===== src/rtl/shake_sponge_ctrl.sv =====
// SHAKE sponge sequencer: clear -> absorb rate words -> 24 rounds -> squeeze, with all word/round counting.
// Define SHAKE_CTRL_UNROLL2_EN for a two-rounds-per-cycle datapath (12-cycle permutation).
module shake_sponge_ctrl #(
  parameter int OUT_W = 16
) (
  input  logic             clk,
  input  logic             rst,
  input  logic             start,
  input  logic             mode,
  input  logic [OUT_W-1:0] out_words,
  input  logic             in_valid,
  input  logic             in_last,
  output logic             in_ready,
  output logic             out_valid,
  input  logic             out_ready,
  output logic             out_last,
  output logic             state_clear,
  output logic             absorb_en,
  output logic [4:0]       lane_idx,
  output logic             round_en,
  output logic [4:0]       round_idx,
  output logic             busy,
  output logic             done,
  output logic             error
);

  typedef enum logic [2:0] {
    S_IDLE,
    S_CLEAR,
    S_ABSORB,
    S_PERMUTE,
    S_SQUEEZE,
    S_DONE
  } state_t;

`ifdef SHAKE_CTRL_UNROLL2_EN
  localparam logic [4:0] ROUND_STEP = 5'd2;
  localparam logic [4:0] ROUND_LAST = 5'd22;
`else
  localparam logic [4:0] ROUND_STEP = 5'd1;
  localparam logic [4:0] ROUND_LAST = 5'd23;
`endif

  state_t           state;
  logic [4:0]       rate;
  logic [4:0]       word_cnt;
  logic [4:0]       round_cnt;
  logic [OUT_W-1:0] remaining;
  logic             last_seen;
  logic             squeezing;
  logic             error_q;

  logic rate_end;
  logic in_xfer;
  logic out_xfer;
  logic final_word;

  assign rate_end   = (word_cnt == rate - 5'd1);
  assign in_xfer    = (state == S_ABSORB) && in_valid;
  assign out_xfer   = (state == S_SQUEEZE) && out_ready;
  assign final_word = (remaining == OUT_W'(1));

  always_ff @(posedge clk or posedge rst) begin
    if (rst) begin
      state     <= S_IDLE;
      rate      <= 5'd0;
      word_cnt  <= 5'd0;
      round_cnt <= 5'd0;
      remaining <= '0;
      last_seen <= 1'b0;
      squeezing <= 1'b0;
      error_q   <= 1'b0;
    end else begin
      case (state)
        S_IDLE: begin
          if (start) begin
            rate      <= mode ? 5'd17 : 5'd21;
            remaining <= (out_words == '0) ? OUT_W'(1) : out_words;
            error_q   <= 1'b0;
            state     <= S_CLEAR;
          end
        end
        S_CLEAR: begin
          word_cnt  <= 5'd0;
          round_cnt <= 5'd0;
          last_seen <= 1'b0;
          squeezing <= 1'b0;
          state     <= S_ABSORB;
        end
        S_ABSORB: begin
          if (in_xfer) begin
            if (rate_end) begin
              word_cnt  <= 5'd0;
              last_seen <= in_last;
              state     <= S_PERMUTE;
            end else begin
              word_cnt <= word_cnt + 5'd1;
              // A last word short of a full block is a framing error; the word still lands.
              if (in_last) begin
                error_q <= 1'b1;
                state   <= S_IDLE;
              end
            end
          end
        end
        S_PERMUTE: begin
          if (round_cnt == ROUND_LAST) begin
            round_cnt <= 5'd0;
            if (squeezing || last_seen) begin
              squeezing <= 1'b1;
              state     <= S_SQUEEZE;
            end else begin
              state <= S_ABSORB;
            end
          end else begin
            round_cnt <= round_cnt + ROUND_STEP;
          end
        end
        S_SQUEEZE: begin
          if (out_xfer) begin
            remaining <= remaining - OUT_W'(1);
            if (final_word) begin
              state <= S_DONE;
            end else if (rate_end) begin
              word_cnt <= 5'd0;
              state    <= S_PERMUTE;
            end else begin
              word_cnt <= word_cnt + 5'd1;
            end
          end
        end
        S_DONE:  state <= S_IDLE;
        default: state <= S_IDLE;
      endcase
    end
  end

  // Only absorb_en sees an input; everything else decodes registered state.
  assign in_ready    = (state == S_ABSORB);
  assign absorb_en   = in_xfer;
  assign out_valid   = (state == S_SQUEEZE);
  assign out_last    = (state == S_SQUEEZE) && final_word;
  assign state_clear = (state == S_CLEAR);
  assign round_en    = (state == S_PERMUTE);
  assign round_idx   = (state == S_PERMUTE) ? round_cnt : 5'd0;
  assign lane_idx    = ((state == S_ABSORB) || (state == S_SQUEEZE)) ? word_cnt : 5'd0;
  assign busy        = (state != S_IDLE);
  assign done        = (state == S_DONE);
  assign error       = error_q;

endmodule


===== config.mk =====
export PLATFORM = sky130hd
export DESIGN_NAME = shake_sponge_ctrl
export DESIGN_NICKNAME = d
export VERILOG_FILES = /design/src/rtl/shake_sponge_ctrl.sv
export SDC_FILE = /design/constraint.sdc
export NUM_CORES = 1
export LEC_CHECK = 0
export BUFFER_PORTS_ARGS = -buffer_cell sky130_fd_sc_hd__buf_4
export CORE_ASPECT_RATIO = 1.1
export CORE_MARGIN = 5
export CORE_UTILIZATION = 25
export DETAILED_ROUTE_END_ITERATION = 10
export PLACE_DENSITY = 0.48
export SLEW_MARGIN = 20
export SYNTH_ARGS = -nofsm -noshare
export SYNTH_HDL_FRONTEND = slang
export SYNTH_SLANG_ARGS = --single-unit

===== constraint.sdc =====
create_clock -name clk -period 2.5 [get_ports clk]
set_input_delay 0.375 -clock clk [delete_from_list [all_inputs] [get_ports clk]]
set_output_delay 0.375 -clock clk [all_outputs]
set_load 0.03 [all_outputs]

==> impl_metrics.json, run 1 <==
{
  "fmax_ghz": 0.4225,
  "vias": 2223,
  "yosysSeqAreaShare": 0.3678,
  "gp_congestion": 0.7743,
  "cts_tree": "done",
  "finalCritPeriodShare": 0.9468,
  "use_met1": 0.1621,
  "cts.sinks": 34,
  "holdBufCountCts": 0,
  "ys_types": 58,
  "setup_viol": 0,
  "core_area_um2": 8964,
  "drive_gt1_frac": 0.2397,
  "cts_root_buffer": "clkbuf_8",
  "ys_async_sr_fraction": 1.000,
  "drt_iter0_markers": 94,
  "io_buffers": 41,
  "yosysTopAreaCell": "dfrtp_1",
  "cp-start-kind": "flip-flop",
  "h-tree-depth": 2,
  "io_pins": 42,
  "viasPerCell": 5.158,
  "gr-total-overflow": 0,
  "cts_buffer_depth": 2,
  "ys.flop_type": "dfrtp_1",
  "critPathRequiredTime_ps": 2120,
  "path_max_fanout": 4,
  "slew_violations": 0,
  "grt_max_degree": 35,
  "p_per_area_nw_per_um2": 1092,
  "rows": 36,
  "top_usage_layer": "met2",
  "syn_area_um2": 2313,
  "critical_path_class": "flip-flop to primary output",
  "maxCapViolCount": 0,
  "rsz0062_at_grt": "false",
  "synth_top_area_frac": 0.3678,
  "synth_warnings": 0,
  "dp.final_hpwl_um": 4724,
  "ys_ff_latch": 34,
  "synth-edff-count": 0,
  "end_kind": "primary output",
  "synthTopCellsByCount": "dfrtp_1, nor2_1, o21ai_0",
  "grt_pass1_vias": 2178,
  "peakVddDrop_mv": 0.3758,
  "hold_viol": 0,
  "cts-buffers-inserted": 5,
  "met3_usage": 0.02517,
  "reg2reg_depth": 6,
  "status": "finished clean",
  "diodes": 0,
  "wl_um": 6343,
  "syn_nets": 303,
  "cp.arrival_ps": 1990,
  "min_period_ps": 2367,
  "setup_tns_ps": 0,
  "drc": 0,
  "finClkSkew_ps": 4.069,
  "grt_pass1_wl_um": 10670,
  "final_nets": 347,
  "r2r_setup_slack_ps": 260,
  "areaGrowthSynthToFinish_pct": 24.50,
  "syn_inst": 274,
  "dieArea_um2": 11280,
  "yosysMostFrequentCell": "dfrtp_1",
  "tightest_slew_ps": 775.7,
  "first_pass_iters": 4,
  "whs_ps": 190.6,
  "p_leak_nw": 1.284,
  "slew_headroom": 0.4829,
  "avgSynthCellArea_um2": 8.443,
  "grt_use_total": 0.1160,
  "clk_pin_slew_worst_paths_ps": 70,
  "clkLatencyLatePin_ps": 280,
  "fp.dieW_um": 101.7,
  "antenna_found_initial": 0,
  "postRouteAntennaNets": 0,
  "initial_core_util": 0.2581,
  "holdCritPathClass": "input port to asynchronous set/reset pin",
  "use_met2": 0.1815,
  "die_h_um": 110.9,
  "synthTopCellsByArea": "dfrtp_1, o21ai_0, a21oi_1",
  "wl_per_cell_um": 14.72
}
## logic make-up after synthesis
group,count (synthesis),share of synthesized area
buffers and inverters,25,0.04434
AO/OA/AOI/OAI,86,0.2423
XOR/XNOR,4,0.01515
adder cells (fa/ha/maj),6,0.03245
flip-flops,34,0.3678
AND/OR/NAND/NOR,117,0.2866
multiplexers,2,0.01136
## report_power, final
part           switching, mW  internal, mW
clock network          0.204         0.213
logic                  0.939         0.689
registers              0.316         0.786
## path summary, 6_finish.rpt
check / startpoint / end
worst max-delay path: remaining[1]$_DFFE_PP0P_ / out_last
worst min-delay path: rst / rate[2]$_DFFE_PP0P_
worst max register to register: round_cnt[0]$_DFFE_PP0P_ / state[2]$_DFFE_PP0P_
worst min register to register: rate[0]$_DFFE_PP0P_ / rate[0]$_DFFE_PP0P_
max in group asynchronous: rst / remaining[5]$_DFFE_PP0P_
min in group clk: mode / rate[2]$_DFFE_PP0P_
## per-layer routing
layer  up-vias  routed length, µm
met5         -                  0
met4         0                 59
met3         6                304
met2        53               2895
met1      1069               3083
li1       1095                  -
## sequential cells by signal, indices dropped and copies added (netlist names)
name / cells
error: 1
last_seen: 1
rate: 2
remaining: 16
round_cnt: 5
squeezing: 1
state: 3
word_cnt: 5
## layout make-up
class                      count  area, µm²
fill                         935       6083
multi-input combinational    215       1384
sequential                    34      850.8
timing repair buffer          50      375.4
tap                          114      142.6
clock buffer                   6      82.58
inverter                      12      45.04
## worst max-delay path, stage by stage (launching register included)
cell and delay, ps:
dfrtp_1 410, inv_1 110, ha_1 160, or4b_4 470, nor4_4 170, and3_4 230
buf_4 150
## per-stage QoR
stage               area, µm²  cells  setup WS [ps]  power [mW]  utilization
floorplan                2313    274          213.2       2.221            -
global placement         2766    424          318.9       2.726       0.3086
detailed placement       2766    424          230.8       2.727       0.3086
CTS                      2874    431          9.415       3.170       0.3206
global route             2880    431          25.33       3.433       0.3213
finish                   2880    431          133.0       3.146       0.3213
## timing repair
item,CTS,global route
setup endpoints to repair,1,1
pin swaps,2,1
resized for setup,3,1
buffers inserted,1,0
## layout by cell type (no fill, tap or decap), types with 5 or more instances in the layout
| master | n |
|---|---|
| buf_4 | 50 |
| dfrtp_1 | 34 |
| nor2_1 | 26 |
| o21ai_0 | 22 |
| a21oi_1 | 20 |
| nand2_1 | 16 |
| and2_1 | 13 |
| nor3_1 | 11 |
| inv_1 | 11 |
| a31oi_1 | 7 |
| nor4_1 | 7 |
| and3_1 | 6 |
| ha_1 | 6 |
| clkbuf_8 | 6 |
| nand3_1 | 5 |
Note: power is estimated with default switching activity, not from simulation.
==> run 2, diff against run 1 <==
RECOVER_POWER = 25   (was unset)
==> impl_metrics.json, run 2 (synthesis gave the netlist of run 1 again) <==
{
  "status": "complete, but fails checks",
  "violations": "capacitance limit, slew limit",
  "vias": 2224,
  "path_max_fanout": 4,
  "cts_root_buffer": "clkbuf_8",
  "clk_pin_slew_worst_paths_ps": 70,
  "hold_viol": 0,
  "clkLatencyLatePin_ps": 280,
  "gr-total-overflow": 0,
  "cp-start-kind": "flip-flop",
  "min_period_ps": 2367,
  "drt_iter0_markers": 94,
  "cp.arrival_ps": 1990,
  "drive_gt1_frac": 0.2366,
  "design_area_um2": 2877,
  "slew_headroom": -0.2929,
  "end_kind": "primary output",
  "r2r_setup_slack_ps": 260,
  "fin_ws_ps": 133.0,
  "wl_um": 6341,
  "cts_buffer_depth": 2,
  "largest_register_ff_count": 16,
  "instances_no_fill": 431,
  "mostFrequentLayoutCell": "buf_4",
  "grt_use_total": 0.1160,
  "dp.final_hpwl_um": 4724,
  "grt_max_degree": 35,
  "postRouteAntennaNets": 0,
  "dieArea_um2": 11280,
  "final_util": 0.3209,
  "die_h_um": 110.9,
  "h-tree-depth": 2,
  "first_pass_iters": 4,
  "rows": 36,
  "grt_pass1_wl_um": 10670,
  "critPathRequiredTime_ps": 2120,
  "regMostFlops": "remaining",
  "setup_tns_ps": 0,
  "antenna_found_initial": 0,
  "fp.dieW_um": 101.7,
  "gp_congestion": 0.7743,
  "cts_tree": "done",
  "rsz0062_at_grt": "false",
  "p_per_area_nw_per_um2": 1093,
  "place_area_um2": 2766,
  "totalPowerFinal_mw": 3.145,
  "critical_path_class": "flip-flop to primary output",
  "slew_violations": 35,
  "met3_usage": 0.02517,
  "viasPerCell": 5.160,
  "initial_core_util": 0.2581,
  "fmax_ghz": 0.4225,
  "p_leak_nw": 1.280,
  "slowest_stage": "or4b_4",
  "diodes": 0,
  "wl_per_cell_um": 14.71,
  "dp_cells": 424,
  "tightest_slew_ps": 1939,
  "layout_common_cells": "buf_4, dfrtp_1, nor2_1, o21ai_0, a21oi_1",
  "max_stage_delay_ps": 470,
  "use_met1": 0.1621,
  "cts-buffers-inserted": 5,
  "holdBufCountCts": 0,
  "whs_ps": 246.9,
  "io_pins": 42,
  "cts.sinks": 34,
  "core_area_um2": 8964,
  "grt_pass1_vias": 2178,
  "final_nets": 347,
  "finClkSkew_ps": 4.069,
  "io_buffers": 41,
  "areaGrowthSynthToFinish_pct": 24.34,
  "maxCapViolCount": 1,
  "holdCritPathClass": "input port to flip-flop",
  "drc": 0,
  "top_regs": "remaining (16), round_cnt (5), word_cnt (5)",
  "use_met2": 0.1815,
  "setup_viol": 0,
  "crit_chain": "inv_1 > ha_1 > or4b_4 > nor4_4 > and3_4 > buf_4",
  "pre_cts_ws_ps": 230.8,
  "peakVddDrop_mv": 0.3758,
  "top_usage_layer": "met2",
  "finalCritPeriodShare": 0.9468
}
run 2: cell count changes in the layout (fill, tap and decap cells not counted):
cell / delta
clkbuf_4: +1
buf_4: -2
clkbuf_1: +1
run 2: cell type report:
type	count	area, µm²
Timing Repair Buffer	50	371.6
Sequential cell	34	850.8
Multi-Input combinational cell	215	1384
Fill cell	936	6087
Inverter	12	45.04
Clock buffer	6	82.58
Tap cell	114	142.6
run 2: routing by layer:
metal / vias to the layer above / wire [µm]
met4: 0 / 59
met5: - / 0
met2: 53 / 2893
met3: 6 / 304
met1: 1070 / 3083
li1: 1095 / -
run 2: final timing paths:
path	from	end	cells past startpoint
setup / recovery	remaining[1]$_DFFE_PP0P_	out_last	6
hold / removal	mode	rate[2]$_DFFE_PP0P_	2
hold reg to reg	rate[0]$_DFFE_PP0P_	rate[0]$_DFFE_PP0P_	1
min in group asynchronous	rst	rate[2]$_DFFE_PP0P_	3
setup reg to reg	round_cnt[0]$_DFFE_PP0P_	state[2]$_DFFE_PP0P_	6
max in group asynchronous	rst	remaining[5]$_DFFE_PP0P_	3
run 2: repair_timing:
action,CTS,global route
endpoints found under the setup margin,1,1
buffers inserted,1,0
resized for setup,3,1
pin swaps,2,1
endpoints found under the hold margin,0,0
run 2: report_power, final:
group / switching [mW] / internal (mW) / total (mW)
Sequential: 0.316 / 0.786 / 1.10
Clock: 0.204 / 0.213 / 0.417
Combinational: 0.939 / 0.688 / 1.63
run 2: worst max-delay path, delay by kind of cell, from the launching register on:
family                   cells  cell delay, ps
flip-flops                   1             410
AND/OR/NAND/NOR              3             870
adder cells (fa/ha/maj)      1             160
buffers and inverters        2             260
